$ cat src/rtl/gw2a_ddr_rdcal.sv
// Purpose: read-capture word-alignment calibrator; trains every DQ lane's IDES4 CALIB until it captures PATTERN.
// Latency: start -> rd_req next cycle; last beat -> EVAL next cycle -> calib/done/error/rd_req one cycle later.
// Backpressure: rd_req is held until rd_ack; beats are consumed only when rd_valid is high, with gaps allowed.
module gw2a_ddr_rdcal #(
    parameter int         WIDTH     = 16,
    parameter logic [7:0] PATTERN   = 8'h5A,
    parameter int         CONFIRM   = 2,
    parameter int         MAX_TRIES = 8,
    parameter int         SETTLE    = 4
) (
    input  logic               PCLK,
    input  logic               RESETN,
    input  logic               start,
    output logic               rd_req,
    input  logic               rd_ack,
    input  logic               rd_valid,
    input  logic [2*WIDTH-1:0] rd_data,
    output logic [WIDTH-1:0]   calib,
    output logic               busy,
    output logic               done,
    output logic               error,
    output logic [WIDTH-1:0]   locked,
    output logic [3:0]         tries
);

    typedef enum logic [2:0] {
        S_IDLE, S_REQ, S_CAPT, S_EVAL, S_PULSE, S_WAIT, S_DONE, S_FAIL
    } state_t;

    state_t             state_q, state_d;
    logic [1:0]         beat_q;
    logic [WIDTH-1:0]   mism_q;
    logic [1:0]         pass_q [WIDTH];
    logic [3:0]         settle_q;
    logic [WIDTH-1:0]   calib_q;

    logic               start_take;
    logic               beat_vld;
    logic [1:0]         exp_pair;
    logic [WIDTH-1:0]   fail_v;
    logic [WIDTH-1:0]   lock_new;
    logic               all_locked;
    logic [3:0]         tries_inc;

    // Qualify control events: start only when quiescent; a beat counts in CAPT or alongside the accepting rd_ack
    always_comb begin
        start_take = start && (state_q == S_IDLE || state_q == S_DONE || state_q == S_FAIL);
        beat_vld   = rd_valid && (state_q == S_CAPT || (state_q == S_REQ && rd_ack));
        exp_pair   = PATTERN[{beat_q, 1'b0} +: 2];
    end

    // Per-lane verdict of the read just captured; only meaningful while in EVAL
    always_comb begin
        fail_v   = '0;
        lock_new = '0;
        for (int i = 0; i < WIDTH; i++) begin
            if (!locked[i]) begin
                if (mism_q[i]) begin
                    fail_v[i] = 1'b1;
                end else if (2'(pass_q[i] + 2'd1) == 2'(CONFIRM)) begin
                    lock_new[i] = 1'b1;
                end
            end
        end
        all_locked = &(locked | lock_new);
        tries_inc  = (tries == 4'd15) ? 4'd15 : tries + 4'd1;
    end

    // State register
    always_ff @(posedge PCLK) begin
        if (!RESETN) begin
            state_q <= S_IDLE;
        end else begin
            state_q <= state_d;
        end
    end

    // Next-state selection; EVAL priority is lock, then exhaustion, then pulse, then confirmation read
    always_comb begin
        state_d = state_q;
        case (state_q)
            S_IDLE, S_DONE, S_FAIL: if (start) state_d = S_REQ;
            S_REQ:   if (rd_ack) state_d = S_CAPT;
            S_CAPT:  if (rd_valid && beat_q == 2'd3) state_d = S_EVAL;
            S_EVAL: begin
                if (all_locked)                     state_d = S_DONE;
                else if (tries_inc == 4'(MAX_TRIES)) state_d = S_FAIL;
                else if (|fail_v)                   state_d = S_PULSE;
                else                                state_d = S_REQ;
            end
            S_PULSE: state_d = S_WAIT;
            S_WAIT:  if (settle_q == 4'(SETTLE - 1)) state_d = S_REQ;
            default: state_d = S_IDLE;
        endcase
    end

    // Datapath: beat counting, sticky mismatches, pass counters, lock flags, tries and the calib strobe
    always_ff @(posedge PCLK) begin
        if (!RESETN) begin
            beat_q   <= '0;
            mism_q   <= '0;
            settle_q <= '0;
            calib_q  <= '0;
            locked   <= '0;
            tries    <= '0;
            for (int i = 0; i < WIDTH; i++) pass_q[i] <= '0;
        end else begin
            if (start_take) begin
                beat_q <= '0;
                mism_q <= '0;
                locked <= '0;
                tries  <= '0;
                for (int i = 0; i < WIDTH; i++) pass_q[i] <= '0;
            end
            if (beat_vld) begin
                beat_q <= beat_q + 2'd1;
                for (int i = 0; i < WIDTH; i++) begin
                    if (!locked[i] && rd_data[2*i +: 2] != exp_pair) mism_q[i] <= 1'b1;
                end
            end
            if (state_q == S_EVAL) begin
                tries  <= tries_inc;
                mism_q <= '0;
                locked <= locked | lock_new;
                for (int i = 0; i < WIDTH; i++) begin
                    if (!locked[i]) pass_q[i] <= mism_q[i] ? 2'd0 : pass_q[i] + 2'd1;
                end
            end
            // Marks live only for the single PULSE cycle; a FAIL verdict never pulses
            calib_q  <= (state_q == S_EVAL && state_d == S_PULSE) ? fail_v : '0;
            settle_q <= (state_q == S_WAIT) ? settle_q + 4'd1 : 4'd0;
        end
    end

    // Output decode from the state register
    always_comb begin
        rd_req = (state_q == S_REQ);
        busy   = (state_q == S_REQ) || (state_q == S_CAPT) || (state_q == S_EVAL) ||
                 (state_q == S_PULSE) || (state_q == S_WAIT);
        done   = (state_q == S_DONE);
        error  = (state_q == S_FAIL);
        calib  = calib_q;
    end

endmodule

$ cat config.mk
export PLATFORM = sky130hd
export DESIGN_NAME = gw2a_ddr_rdcal
export DESIGN_NICKNAME = d
export VERILOG_FILES = /design/src/rtl/gw2a_ddr_rdcal.sv
export SDC_FILE = /design/constraint.sdc
export NUM_CORES = 1
export LEC_CHECK = 0
export ABC_AREA = 1
export BUFFER_PORTS_ARGS = -buffer_cell sky130_fd_sc_hd__clkbuf_2
export CORE_MARGIN = 3
export CORE_UTILIZATION = 35
export DETAILED_ROUTE_END_ITERATION = 10
export PLACE_DENSITY = 0.6
export SLEW_MARGIN = 20
export SYNTH_ARGS = -nofsm -noshare
export SYNTH_HDL_FRONTEND = slang
export SYNTH_SLANG_ARGS = --single-unit
$ cat constraint.sdc
create_clock -name PCLK -period 2.56 [get_ports PCLK]
set_input_delay 0.512 -clock PCLK [delete_from_list [all_inputs] [get_ports PCLK]]
set_output_delay 0.512 -clock PCLK [all_outputs]
set_load 0.02 [all_outputs]
==> insert_results.sql <==
INSERT INTO impl_metrics (metric_group, metric, value, unit) VALUES
('timing', 'maxSlewHeadroom', '67.40', '%'),
('clock_network', 'cts_made_buffers', '9', ''),
('critical_path', 'worstPathMaxFanout', '16', ''),
('clock_network', 'cts_root_buffer', 'sky130_fd_sc_hd__clkbuf_16', ''),
('global_routing', 'antenna_found_initial', '0', ''),
('drt', 'drtPass1Iterations', '5', ''),
('global_routing', 'grt_overflow', '0', ''),
('clock_network', 'ctsHoldBuffers', '0', ''),
('yosys', 'yosysTopAreaCell', 'sky130_fd_sc_hd__dfxtp_1', ''),
('global_routing', 'grt_util_all_layers', '15.89', '%'),
('critical_path', 'required', '2780', 'ps'),
('flow_run', 'max-cap-violations', '0', ''),
('timing', 'timing.fmax', '0.4807', 'GHz'),
('critical_path', 'path_delay_family', 'simple AND/OR/NAND/NOR gates', ''),
('cells_and_area', 'n_antenna_cell', '0', ''),
('timing', 'slew_viol_final', '0', ''),
('critical_path', 'startpoint_type', 'register', ''),
('status', 'run_status', 'completed', ''),
('clock_network', 'ctsResizeCount', '0', ''),
('clock_network', 'cts_tree', 'built', ''),
('critical_path', 'worst_path_largest_cell_delay', '450', 'ps'),
('floorplan', 'core-area', '0.01272', 'mm²'),
('cells_and_area', 'areaGrowthSynthToFinish', '18.13', '%'),
('floorplan', 'chipHeight', '120.4', 'µm'),
('drt', 'first_iter_violations', '156', ''),
('critical_path', 'path_cells', 'ha_1, a21boi_0, o21ai_0, nand2_1, o21ai_0, nand3_1, nand3_2, nor2_2, nand3_2, buf_4, nor2_1', ''),
('yosys', 'top_cells_by_area_in_the_synthesized_netlist', 'sky130_fd_sc_hd__dfxtp_1, sky130_fd_sc_hd__edfxtp_1, sky130_fd_sc_hd__nand2_1', ''),
('drt', 'vias_per_cell', '4.724', ''),
('critical_path', 'worst_ep_arrival_time', '2300', 'ps'),
('power', 'power', '0.003463', 'W'),
('clock_network', 'clk-insertion-delay-late', '340', 'ps'),
('timing', 'post_route_setup_tns', '0', 'ps'),
('power', 'total_leakage_power', '2.435', 'nW'),
('critical_path', 'timing.setup.critical_path_class', 'register to register', ''),
('yosys', 'synth_ff_type', 'sky130_fd_sc_hd__dfxtp_1', ''),
('floorplan', 'die_area', '0.01450', 'mm²'),
('critical_path', 'critPathSlowestCell', 'sky130_fd_sc_hd__dfxtp_1', ''),
('yosys', 'synthesis.instances', '575', ''),
('floorplan', 'rows', '41', ''),
('clock_network', 'ctsHtreeMaxLevel', '3', ''),
('clock_network', 'clkTransAtPathRegs', '60', 'ps'),
('global_routing', 'grt_first_pass_wirelength', '18.12', 'mm'),
('timing', 'finalHoldViolations', '0', ''),
('global_routing', 'grt_max_degree', '34', ''),
('yosys', 'synth-edff-count', '30', ''),
('floorplan', 'io_pins', '77', ''),
('yosys', 'async_reset_ff_share', '0', '%'),
('placed_design', 'portBuffers', '76', ''),
('floorplan', 'floorplan.initialDensity', '36.02', '%'),
('timing', 'timing.clock.skew', '3.958', 'ps'),
('floorplan', 'die_x', '120.4', 'µm'),
('min_path', 'timing.hold.worst.class', 'register to register', ''),
('yosys', 'synth-warning-count', '0', ''),
('drt', 'ant_nets', '0', ''),
('clock_network', 'clock-sinks', '93', ''),
('yosys', 'synthesis.area', '0.004583', 'mm²'),
('drt', 'num_vias', '3921', ''),
('yosys', 'post_synth.cell_area_avg', '7.971', 'µm²'),
('yosys', 'synth.distinct_cells', '31', ''),
('yosys', 'syn-num-nets', '631', ''),
('drt', 'remaining_drc_errors', '0', ''),
('timing', 'final_period_minus_worst_setup_slack', '2080', 'ps'),
('power', 'power_density_normalized_to_cell_area', '639.7', 'mW/mm²'),
('placed_design', 'routabilityCongestion', '0.8202', ''),
('cells_and_area', 'post_layout_nets', '709', ''),
('drt', 'routed_wire_length_per_instance', '13.09', 'µm'),
('clock_network', 'cts_buffer_depth', '2', ''),
('timing', 'transition_time_at_the_pin_with_the_least_slew_margin', '487.3', 'ps'),
('cells_and_area', 'finish.utilization', '42.56', '%'),
('critical_path', 'cp_num_buf_inv', '1', ''),
('drt', 'drt_wl_total', '10.87', 'mm');
path summary, 6_finish.rpt:
| kind | depth (start not counted) | to | startpoint | slack (ps) |
|---|---|---|---|---|
| max reg2reg | 11 | calib[3]$_SDFF_PN0_ | tries[0]$_SDFFE_PN0P_ | 480 |
| max | 11 | calib[3]$_SDFF_PN0_ | tries[0]$_SDFFE_PN0P_ | 480 |
| min | 1 | settle_q[0]$_SDFF_PN0_ | settle_q[0]$_SDFF_PN0_ | 450 |
| min reg2reg | 1 | settle_q[0]$_SDFF_PN0_ | settle_q[0]$_SDFF_PN0_ | 450 |
logic make-up (layout without fill, tap and decap cells):
family | count (synthesis) | count (layout) | synth area share, %
buf+inv | 111 | 194 | 10.05
flops | 93 | 93 | 47.17
simple gates | 258 | 258 | 25.01
compound gates | 94 | 94 | 12.59
fa+ha+maj | 19 | 19 | 5.187
sequential cells by signal, indices dropped and copies added, names as in the netlist:
name / cells
pass_q: 32
calib: 16
locked: 16
mism_q: 16
settle_q: 4
tries: 4
state_q: 3
beat_q: 2
where the power goes:
group	internal [W]	switching (W)
Combinational	0.000160	0.000326
Sequential	0.00161	0.0000513
Clock	0.000786	0.000526
worst register-to-register path: stages, from the launching register on:
cell	delay [ps]
sky130_fd_sc_hd__dfxtp_1	450
sky130_fd_sc_hd__ha_1	260
sky130_fd_sc_hd__a21boi_0	100
sky130_fd_sc_hd__o21ai_0	270
sky130_fd_sc_hd__nand2_1	110
sky130_fd_sc_hd__o21ai_0	90
sky130_fd_sc_hd__nand3_1	120
sky130_fd_sc_hd__nand3_2	100
sky130_fd_sc_hd__nor2_2	40
sky130_fd_sc_hd__nand3_2	50
sky130_fd_sc_hd__buf_4	290
sky130_fd_sc_hd__nor2_1	80
area by class of cell:
cell class,instances,area [µm²]
clock inverter,1,30.03
tap,172,215.2
sequential,93,2162
multi-input combinational,371,1961
fill,1331,7308
timing repair buffer,82,425.4
clock buffer,15,257.7
inverter,96,362.8
layout by cell type (no fill, tap or decap):
master	count
sky130_fd_sc_hd__clkbuf_16	9
sky130_fd_sc_hd__dfxtp_1	63
sky130_fd_sc_hd__nor2_8	2
sky130_fd_sc_hd__clkbuf_2	76
sky130_fd_sc_hd__a21oi_1	36
sky130_fd_sc_hd__nor4_2	2
sky130_fd_sc_hd__inv_4	1
sky130_fd_sc_hd__a31o_2	2
sky130_fd_sc_hd__nor3_1	2
sky130_fd_sc_hd__nand2_2	8
sky130_fd_sc_hd__nor2_4	3
sky130_fd_sc_hd__edfxtp_1	30
sky130_fd_sc_hd__o41ai_1	16
sky130_fd_sc_hd__nor3_2	1
sky130_fd_sc_hd__o21ai_0	21
sky130_fd_sc_hd__ha_1	19
sky130_fd_sc_hd__nand2_1	115
sky130_fd_sc_hd__o22ai_1	10
sky130_fd_sc_hd__bufinv_16	1
sky130_fd_sc_hd__clkbuf_1	5
sky130_fd_sc_hd__nor2_2	13
sky130_fd_sc_hd__inv_2	12
sky130_fd_sc_hd__nand3b_1	4
sky130_fd_sc_hd__inv_1	83
sky130_fd_sc_hd__nand3_1	13
sky130_fd_sc_hd__nand3_2	2
sky130_fd_sc_hd__o32ai_1	3
sky130_fd_sc_hd__o21ai_1	1
sky130_fd_sc_hd__a32o_1	1
sky130_fd_sc_hd__o211ai_1	3
sky130_fd_sc_hd__buf_4	6
sky130_fd_sc_hd__a21boi_0	1
sky130_fd_sc_hd__nor2_1	93
sky130_fd_sc_hd__clkbuf_8	1
metrics by stage:
| step | cells | setup WS, ps | hold WS, ps | instance area, µm² |
|---|---|---|---|---|
| floorplan | 575 | 760.7 | 417.3 | 4583 |
| global placement | 814 | 470.9 | 431.2 | 5126 |
| detailed placement | 814 | 369.2 | 445.4 | 5126 |
| CTS | 830 | 483.0 | 449.6 | 5414 |
| global route | 830 | 278.7 | 479.1 | 5414 |
| finish | 830 | 479.7 | 445.3 | 5414 |
layer usage:
layer  vias up  GRT usage (%)  part of all wire (%)
li1       2029              -                     -
met1      1811          19.95                    45
met4         0          6.516                   1.7
met5         -              0                     0
met2        69          27.38                    49
met3        12          2.292                   3.7
Note: power is estimated with default switching activity, not from simulation.
